$ cat src/rtl/adau_i2c_init_sequencer.sv
// rtl/adau_i2c_init_sequencer.sv - boot-time ADAU codec register writer over an I2C byte engine
// Waits for codec power-up, then streams START/addr/reg_hi/reg_lo/data/STOP per ROM entry with NACK retries.
module adau_i2c_init_sequencer #(
  parameter int         NUM_CMDS     = 16,
  parameter logic [6:0] DEV_ADDR     = 7'h38,
  parameter int         STARTUP_WAIT = 120000,
  parameter int         MAX_RETRIES  = 3
) (
  input  logic        clk,
  input  logic        reset,
  output logic [7:0]  rom_index,
  input  logic [23:0] rom_data,
  output logic [1:0]  i2c_cmd,
  output logic [7:0]  i2c_byte,
  output logic        i2c_cmd_valid,
  input  logic        i2c_cmd_ready,
  input  logic        i2c_done,
  input  logic        i2c_nack,
  output logic        adau_init_done,
  output logic        adau_init_error
);

  localparam int WAIT_W = ($clog2(STARTUP_WAIT) > 17) ? $clog2(STARTUP_WAIT) : 17;
  localparam logic [WAIT_W-1:0] WAIT_LAST   = WAIT_W'(STARTUP_WAIT - 1);
  localparam logic [7:0]        LAST_INDEX  = 8'(NUM_CMDS - 1);
  localparam logic [3:0]        RETRY_LIMIT = 4'(MAX_RETRIES);

  localparam logic [1:0] CMD_START = 2'd0;
  localparam logic [1:0] CMD_WRITE = 2'd1;
  localparam logic [1:0] CMD_STOP  = 2'd2;

  localparam logic [2:0] PH_START  = 3'd0;
  localparam logic [2:0] PH_DEV    = 3'd1;
  localparam logic [2:0] PH_REG_HI = 3'd2;
  localparam logic [2:0] PH_REG_LO = 3'd3;
  localparam logic [2:0] PH_DATA   = 3'd4;
  localparam logic [2:0] PH_STOP   = 3'd5;

  typedef enum logic [2:0] {
    S_WAIT,
    S_ISSUE,
    S_WAIT_DONE,
    S_ABORT_STOP,
    S_ABORT_WAIT,
    S_DONE,
    S_ERROR
  } state_t;

  state_t            state_q, state_d;
  logic [WAIT_W-1:0] wait_cnt_q, wait_cnt_d;
  logic [7:0]        rom_index_q, rom_index_d;
  logic [3:0]        retry_q, retry_d;
  logic [2:0]        phase_q, phase_d;
  logic              done_seen_q, done_seen_d;
  logic              nack_seen_q, nack_seen_d;
  logic              phase_is_write;
  logic              waiting;

  assign phase_is_write = (phase_q >= PH_DEV) && (phase_q <= PH_DATA);
  assign waiting        = (state_q == S_WAIT_DONE) || (state_q == S_ABORT_WAIT);

  // Completion is registered and only captured while waiting, so a pulse
  // coinciding with the acceptance cycle can never be mistaken for this command's.
  always_comb begin
    done_seen_d = i2c_done && waiting;
    nack_seen_d = i2c_done && i2c_nack && (state_q == S_WAIT_DONE) && phase_is_write;
  end

  always_comb begin
    i2c_cmd_valid = 1'b0;
    i2c_cmd       = CMD_START;
    i2c_byte      = 8'h00;
    if (state_q == S_ISSUE) begin
      i2c_cmd_valid = 1'b1;
      case (phase_q)
        PH_START: i2c_cmd = CMD_START;
        PH_DEV: begin
          i2c_cmd  = CMD_WRITE;
          i2c_byte = {DEV_ADDR, 1'b0};
        end
        PH_REG_HI: begin
          i2c_cmd  = CMD_WRITE;
          i2c_byte = rom_data[23:16];
        end
        PH_REG_LO: begin
          i2c_cmd  = CMD_WRITE;
          i2c_byte = rom_data[15:8];
        end
        PH_DATA: begin
          i2c_cmd  = CMD_WRITE;
          i2c_byte = rom_data[7:0];
        end
        default: i2c_cmd = CMD_STOP;
      endcase
    end else if (state_q == S_ABORT_STOP) begin
      i2c_cmd_valid = 1'b1;
      i2c_cmd       = CMD_STOP;
    end
  end

  always_comb begin
    state_d     = state_q;
    wait_cnt_d  = wait_cnt_q;
    rom_index_d = rom_index_q;
    retry_d     = retry_q;
    phase_d     = phase_q;
    case (state_q)
      S_WAIT: begin
        if (wait_cnt_q == WAIT_LAST) begin
          state_d = S_ISSUE;
          phase_d = PH_START;
        end else begin
          wait_cnt_d = wait_cnt_q + WAIT_W'(1);
        end
      end
      S_ISSUE: begin
        if (i2c_cmd_ready) state_d = S_WAIT_DONE;
      end
      S_WAIT_DONE: begin
        if (done_seen_q) begin
          if (nack_seen_q) begin
            state_d = S_ABORT_STOP;
          end else if (phase_q != PH_STOP) begin
            phase_d = phase_q + 3'd1;
            state_d = S_ISSUE;
          end else begin
            retry_d = 4'd0;
            if (rom_index_q == LAST_INDEX) begin
              state_d = S_DONE;
            end else begin
              rom_index_d = rom_index_q + 8'd1;
              phase_d     = PH_START;
              state_d     = S_ISSUE;
            end
          end
        end
      end
      S_ABORT_STOP: begin
        if (i2c_cmd_ready) state_d = S_ABORT_WAIT;
      end
      S_ABORT_WAIT: begin
        if (done_seen_q) begin
          if (retry_q < RETRY_LIMIT) begin
            retry_d = retry_q + 4'd1;
            phase_d = PH_START;
            state_d = S_ISSUE;
          end else begin
            state_d = S_ERROR;
          end
        end
      end
      S_DONE:  state_d = S_DONE;
      S_ERROR: state_d = S_ERROR;
      default: state_d = S_WAIT;
    endcase
  end

  always_ff @(posedge clk) begin
    if (reset) begin
      state_q     <= S_WAIT;
      wait_cnt_q  <= '0;
      rom_index_q <= 8'd0;
      retry_q     <= 4'd0;
      phase_q     <= PH_START;
      done_seen_q <= 1'b0;
      nack_seen_q <= 1'b0;
    end else begin
      state_q     <= state_d;
      wait_cnt_q  <= wait_cnt_d;
      rom_index_q <= rom_index_d;
      retry_q     <= retry_d;
      phase_q     <= phase_d;
      done_seen_q <= done_seen_d;
      nack_seen_q <= nack_seen_d;
    end
  end

  assign rom_index       = rom_index_q;
  assign adau_init_done  = (state_q == S_DONE);
  assign adau_init_error = (state_q == S_ERROR);

endmodule

$ cat config.mk
export PLATFORM = sky130hd
export DESIGN_NAME = adau_i2c_init_sequencer
export DESIGN_NICKNAME = d
export VERILOG_FILES = /design/src/rtl/adau_i2c_init_sequencer.sv
export SDC_FILE = /design/constraint.sdc
export NUM_CORES = 1
export LEC_CHECK = 0
export CORE_UTILIZATION = 51
export DETAILED_ROUTE_END_ITERATION = 10
export GPL_TIMING_DRIVEN = 0
export PLACE_DENSITY = 0.88
export SETUP_SLACK_MARGIN = 0.1
export SYNTH_ARGS = -nofsm -noshare
export SYNTH_HDL_FRONTEND = slang
export SYNTH_SLANG_ARGS = --single-unit
$ cat constraint.sdc
create_clock -name clk -period 2.6 [get_ports clk]
set_clock_uncertainty 0.1 [all_clocks]
set_input_delay 0.26 -clock clk [delete_from_list [all_inputs] [get_ports clk]]
set_output_delay 0.26 -clock clk [all_outputs]
set_load 0.02 [all_outputs]
==> results of run 1 <==
[per-stage QoR]
step	hold WS (ns)	instances	util	setup TNS [ns]
5_1_grt	0.0914	384	0.693	0
3_5_place_dp	0.366	376	0.678	-0.204
6_report	0.0921	384	0.693	0
3_3_place_gp	0.346	376	0.678	-0.00454
4_1_cts	0.0850	384	0.697	0
2_1_floorplan	0.248	278	-	0
[timing repair]
item	4_1_cts	5_1_grt
gates resized for setup	14	13
endpoints found under the setup margin	10	8
pin swaps	1	2
[registers in the layout, indices dropped and copies added (netlist names)]
signal       cells
done_seen_q      1
nack_seen_q      1
phase_q          3
retry_q          4
rom_index        8
state_q          3
wait_cnt_q      17
[synthesized netlist by cell type, types with 2 or more instances]
library cell	number	area (um^2)
clkbuf_8	3	41.3
nand2_1	17	63.8
nor3b_1	4	30.0
nor2b_1	2	12.5
inv_1	10	37.5
nor4_4	2	42.5
xor2_1	13	114
xnor2_1	8	70.1
a21oi_1	17	85.1
nand3b_1	2	15.0
o221ai_1	2	17.5
or4_1	4	30.0
buf_2	3	15.0
a221oi_1	3	26.3
o31ai_1	3	22.5
nor4_1	5	31.3
dfxtp_1	37	741
a211oi_1	3	22.5
and2_1	3	18.8
nor2_1	38	143
a222oi_1	5	50.1
or3_1	5	31.3
o21ai_0	12	60.1
mux2i_1	3	30.0
nor3_1	7	35.0
ha_1	4	50.1
clkbuf_1	10	37.5
and3_1	5	31.3
nand2b_1	2	12.5
nand3_1	20	100
nand4_1	5	31.3
[layout make-up]
type,instances,area share
Sequential cell,37,0.260
Timing Repair Buffer,48,0.158
Clock buffer,6,0.0255
Inverter,10,0.0132
Multi-Input combinational cell,214,0.482
Buffer,17,0.0369
Clock inverter,2,0.00351
Tap cell,50,0.0219
[worst register-to-register path, delay by kind of cell, from the launching register on]
kind / cells / cell delay (ns)
DFF: 1 / 0.30
buffers and inverters: 1 / 0.16
xor gates and xnor gates: 1 / 0.18
and+or+nand+nor: 4 / 1.42
[worst max-delay path by stage]
stage	end	slack [ns]	cells past startpoint
after floorplan	i2c_cmd[0]	0.50	6
after detailed placement	i2c_byte[1]	-0.06	7
after global routing	i2c_byte[2]	0.002	6
after CTS	i2c_byte[1]	0.07	7
after global placement	i2c_byte[1]	-0.005	7
final	i2c_byte[1]	0.15	7
[kinds of logic after synthesis]
logic type,after synthesis,synth area share
buffers and inverters,27,0.0618
XOR/XNOR,21,0.0819
adder cells (fa/ha/maj),4,0.0223
AND/OR/NAND/NOR,129,0.313
multiplexers,4,0.0184
AO/OA/AOI/OAI,56,0.173
flip-flops,37,0.330
[layer usage]
layer  share of wire  vias to the layer above  global-route usage
li1                -                     1122                   -
met1            0.43                     1015               0.261
met2            0.47                       75               0.403
met3           0.076                       10              0.0417
met4           0.016                        0               0.107
met5               0                        -                   0
[power by group]
part | leakage (nW) | internal, mW | switching [mW]
clock network | 0.0450 | 0.186 | 0.206
registers | 0.299 | 0.582 | 0.0203
logic | 0.679 | 0.0816 | 0.0764
==> impl_metrics.toml, run 1 <==
[grt]
antenna_found_initial = 0
grtUsageTotal = 0.228
grt_start_max_net_pins = 12
grt_pass1_vias = 1900
gr-total-overflow = 0
grt_pass1_wl_mm = 8.02

[floorplan]
io_pins = 50
initial_core_util = 0.546
die_x_um = 68.4
core_um2 = 4120
dieArea_um2 = 4680
die_y_um = 68.4
row_count = 23

[timing]
tightest_slew_ns = 0.804
rsz0062_at_grt = "true"
setup_viol = 0
fin_crit_sh = 0.942
layout_setup_ws_ns = 0.151
clock.fmax_mhz = 408
slew_headroom = 0.459
hold_viol = 0
min_period_ns = 2.45
drv_slew = 0

[finish]
diodes = 0
fillCellCount = 336
multi_input_area_um2 = 1370
layout_common_cells = "nor2_1 (38), clkdlybuf4s50_1 (38), dfxtp_1 (37), nand3_1 (20)"
seq_area_um2 = 741
drive_above_1_share = 0.108
nets = 366
design_area_um2 = 2850
synthToLayoutAreaGrowth_pct = 26.8

[pwr]
total_power_mw = 1.15
power_density_nw_per_um2 = 404
cellLeakagePower_nw = 1.02
ir_drop_mv = 0.453

[yosys]
synth.distinct_cells = 52
syn_inst = 278
ys_seq_elements = 37
synthFlopType = "dfxtp_1"
netlist_area_um2 = 2250
yosysWarnings = 0
syn_nets = 311
async_reset_ff_frac = 0
seq_area_frac_synth = 0.330
avgSynthCellArea_um2 = 8.08
synth_edf_count = 0

[worst_setup_path]
cp_common_cell = "buf_2"
r2r_start = "state_q[1]$_SDFFE_PP0P_"
path_cells = "buf_2 -> and2_1 -> ha_1 -> buf_2 -> a222oi_1 -> nor2_1 -> dlygate4sd2_1"
cp_slowest_cell = "a222oi_1"
timing.rr.end = "wait_cnt_q[14]$_SDFFE_PP0P_"
crit_path_start = "phase_q[1]$_SDFFE_PP0P_"
critPathMaxStageDelay_ns = 0.37
crit_family = "buffers and inverters"
crit_fanout = 10
critPathArrivalTime_ns = 2.09
critPathRequiredTime_ns = 2.24
ff2ff_setup_slack_ns = 0.32
cp-end-kind = "primary output"
worst_r2r_path_depth = 6
critPathKind = "reg -> out"
start_kind = "register"
worstPathBufferInverterCount = 3

[drt]
drtIter0Drc = 94
drcViolationCount = 0
postRouteAntennaNets = 0
firstDrtPassIters = 5
vias = 2222
post_drt_via_cell_ratio = 5.79
wl_per_cell_um = 13.6
routed_wl_mm = 5.22

[clock_tree]
cts_setup_buffers = 0
numCtsBuffers = 5
root_buffer = "clkbuf_8"
cts.htree.levels = 2
cts_max_path_buffers = 2
insertion_delay_ns = 0.29
hold_buffers = 0
cts.sinks = 37
tritoncts = "done"
path_clk_slew_ns = 0.07

[outcome]
status = "finished clean"

[placement]
hpwl_mm = 3.87
globalplace.congestion = 0.846
place_area_um2 = 2790
dp_slack_ns = -0.0604
io_buffers = 48

[worst_hold_path]
whs_endpoint = "state_q[0]$_SDFFE_PP0P_"
hold_path.startpoint = "reset"
hold_class = "in -> reg"
worstHoldPathCells = 2

[job]
maxCapViolCount = 0
Power figures use the tool's default switching activity.
==> inputs of run 2 (changes only) <==
Settings changed: CORE_ASPECT_RATIO set to 1.25, TNS_END_PERCENT set to 50.
==> run 2 against run 1 <==
- via count grew 1.5%
- sequential power is essentially flat
- core utilization grew 0.72 points
- first-iteration DRC count shrank 2.1%
- combinational power is essentially flat
- die area is essentially flat
- non-clock buffer count is the same
==> impl_metrics.toml, run 2 (synthesis gave the netlist of run 1 again) <==
[floorplan]
initial_core_util = 0.540
dieArea_um2 = 4680
die_x_um = 61.4
row_count = 26
die_y_um = 76.2
io_pins = 50
core_um2 = 4160

[timing]
hold_viol = 0
rsz0062_at_grt = "true"
setup_viol = 0
min_period_ns = 2.47
drv_slew = 0
clock.fmax_mhz = 405
holdWs_ns = 0.0978
fin_crit_sh = 0.949
slew_headroom = 0.438
tightest_slew_ns = 0.836

[placement]
globalplace.congestion = 0.841
place_inst = 382
io_buffers = 48
hpwl_mm = 4.12

[pwr]
power_density_nw_per_um2 = 442
total_power_mw = 1.29
ir_drop_mv = 0.383
cellLeakagePower_nw = 1.06

[worst_setup_path]
critPathKind = "reg -> out"
critPathRequiredTime_ns = 2.24
critPathArrivalTime_ns = 2.11
cp-end-kind = "primary output"
crit_fanout = 10
start_kind = "register"

[clock_tree]
cts_setup_buffers = 0
cts_max_path_buffers = 2
insertion_delay_ns = 0.29
tritoncts = "done"
hold_buffers = 0
root_buffer = "clkbuf_8"
cts.sinks = 37
cts.htree.levels = 2
path_clk_slew_ns = 0.08
numCtsBuffers = 5

[drt]
postRouteAntennaNets = 0
vias = 2255
post_drt_via_cell_ratio = 5.78
firstDrtPassIters = 5
routed_wl_mm = 5.67
drcViolationCount = 0
drtIter0Drc = 92
wl_per_cell_um = 14.5

[finish]
nets = 366
diodes = 0
drive_above_1_share = 0.108
layout_common_cells = "nor2_1 (38), clkdlybuf4s50_1 (38), dfxtp_1 (37), nand3_1 (20)"
synthToLayoutAreaGrowth_pct = 29.7
largest_reg_flops = 17
regMostFlops = "wait_cnt_q"
final_cells = 390

[grt]
grt_start_max_net_pins = 13
grt_pass1_vias = 2098
grt_pass1_wl_mm = 8.96
antenna_found_initial = 0
use_met2 = 0.437
grt_util_met3 = 0.0645
gr-total-overflow = 0
met1_usage = 0.271
grt.busiest_layer = "met2"
grtUsageTotal = 0.249

[outcome]
status = "finished clean"

[worst_hold_path]
hold_class = "in -> reg"

[job]
maxCapViolCount = 0
-- run 2: changes by cell type in the layout (fill, tap and decap cells not counted), sizes merged --
cell	change
clkbuf	-1
clkinv	-2
bufinv	+1
dlymetal6s2s	+1
dlygate4sd2	+1
clkinvlp	+1
buf	-1
-- run 2: layout make-up --
cell class | count | area [um^2]
sequential | 37 | 741
tap | 56 | 70.1
clock inverter | 2 | 37.5
fill | 377 | 1250
clock buffer | 6 | 82.6
timing repair buffer | 48 | 460
inverter | 10 | 37.5
buffer | 17 | 108
multi-input combinational | 214 | 1380
-- run 2: power breakdown --
part / internal, mW / switching [mW] / leakage, nW / total, mW
Sequential: 0.582 / 0.0199 / 0.299 / 0.602
Clock: 0.312 / 0.215 / 0.0574 / 0.527
Combinational: 0.0816 / 0.0787 / 0.704 / 0.160
Total: 0.975 / 0.314 / 1.06 / 1.29
-- run 2: per-stage QoR --
stage          area [um^2]  utilization  TNS (ns)  setup slack (ns)
2_1_floorplan         2250            -         0             0.503
3_3_place_gp          2800        0.672   -0.0192           -0.0192
3_5_place_dp          2800        0.672    -0.636            -0.103
4_1_cts               2920        0.701    -0.137            -0.137
5_1_grt               2910        0.700         0           0.00941
6_report              2910        0.700         0             0.133
-- run 2: critical path: stages (launching register included) --
cell           delay (ns)
dfxtp_1              0.32
clkbuf_8             0.15
inv_1                0.09
xnor2_1              0.17
or3_1                0.35
clkbuf_1             0.21
nor2_1               0.16
dlygate4sd2_1        0.34
-- run 2: per-layer routing --
metal	wire, um	vias to the layer above
li1	-	1128
met1	2310	1032
met2	2870	81
met3	358	14
met4	125	0
met5	0	-
-- run 2: final timing paths --
check | startpoint | end | slack, ns | depth (start not counted)
max reg2reg | state_q[1]$_SDFFE_PP0P_ | wait_cnt_q[12]$_SDFFE_PP0P_ | 0.26 | 6
max | phase_q[2]$_SDFFE_PP0P_ | i2c_byte[6] | 0.13 | 7
min reg2reg | retry_q[3]$_SDFFE_PP0P_ | retry_q[3]$_SDFFE_PP0P_ | 0.37 | 2
min | reset | state_q[0]$_SDFFE_PP0P_ | 0.1 | 2
-- run 2: timing repair --
action                     CTS  global route
gates cloned                 0             0
pin swaps                    1             2
gates resized for setup     16             8
setup endpoints to repair   10             8
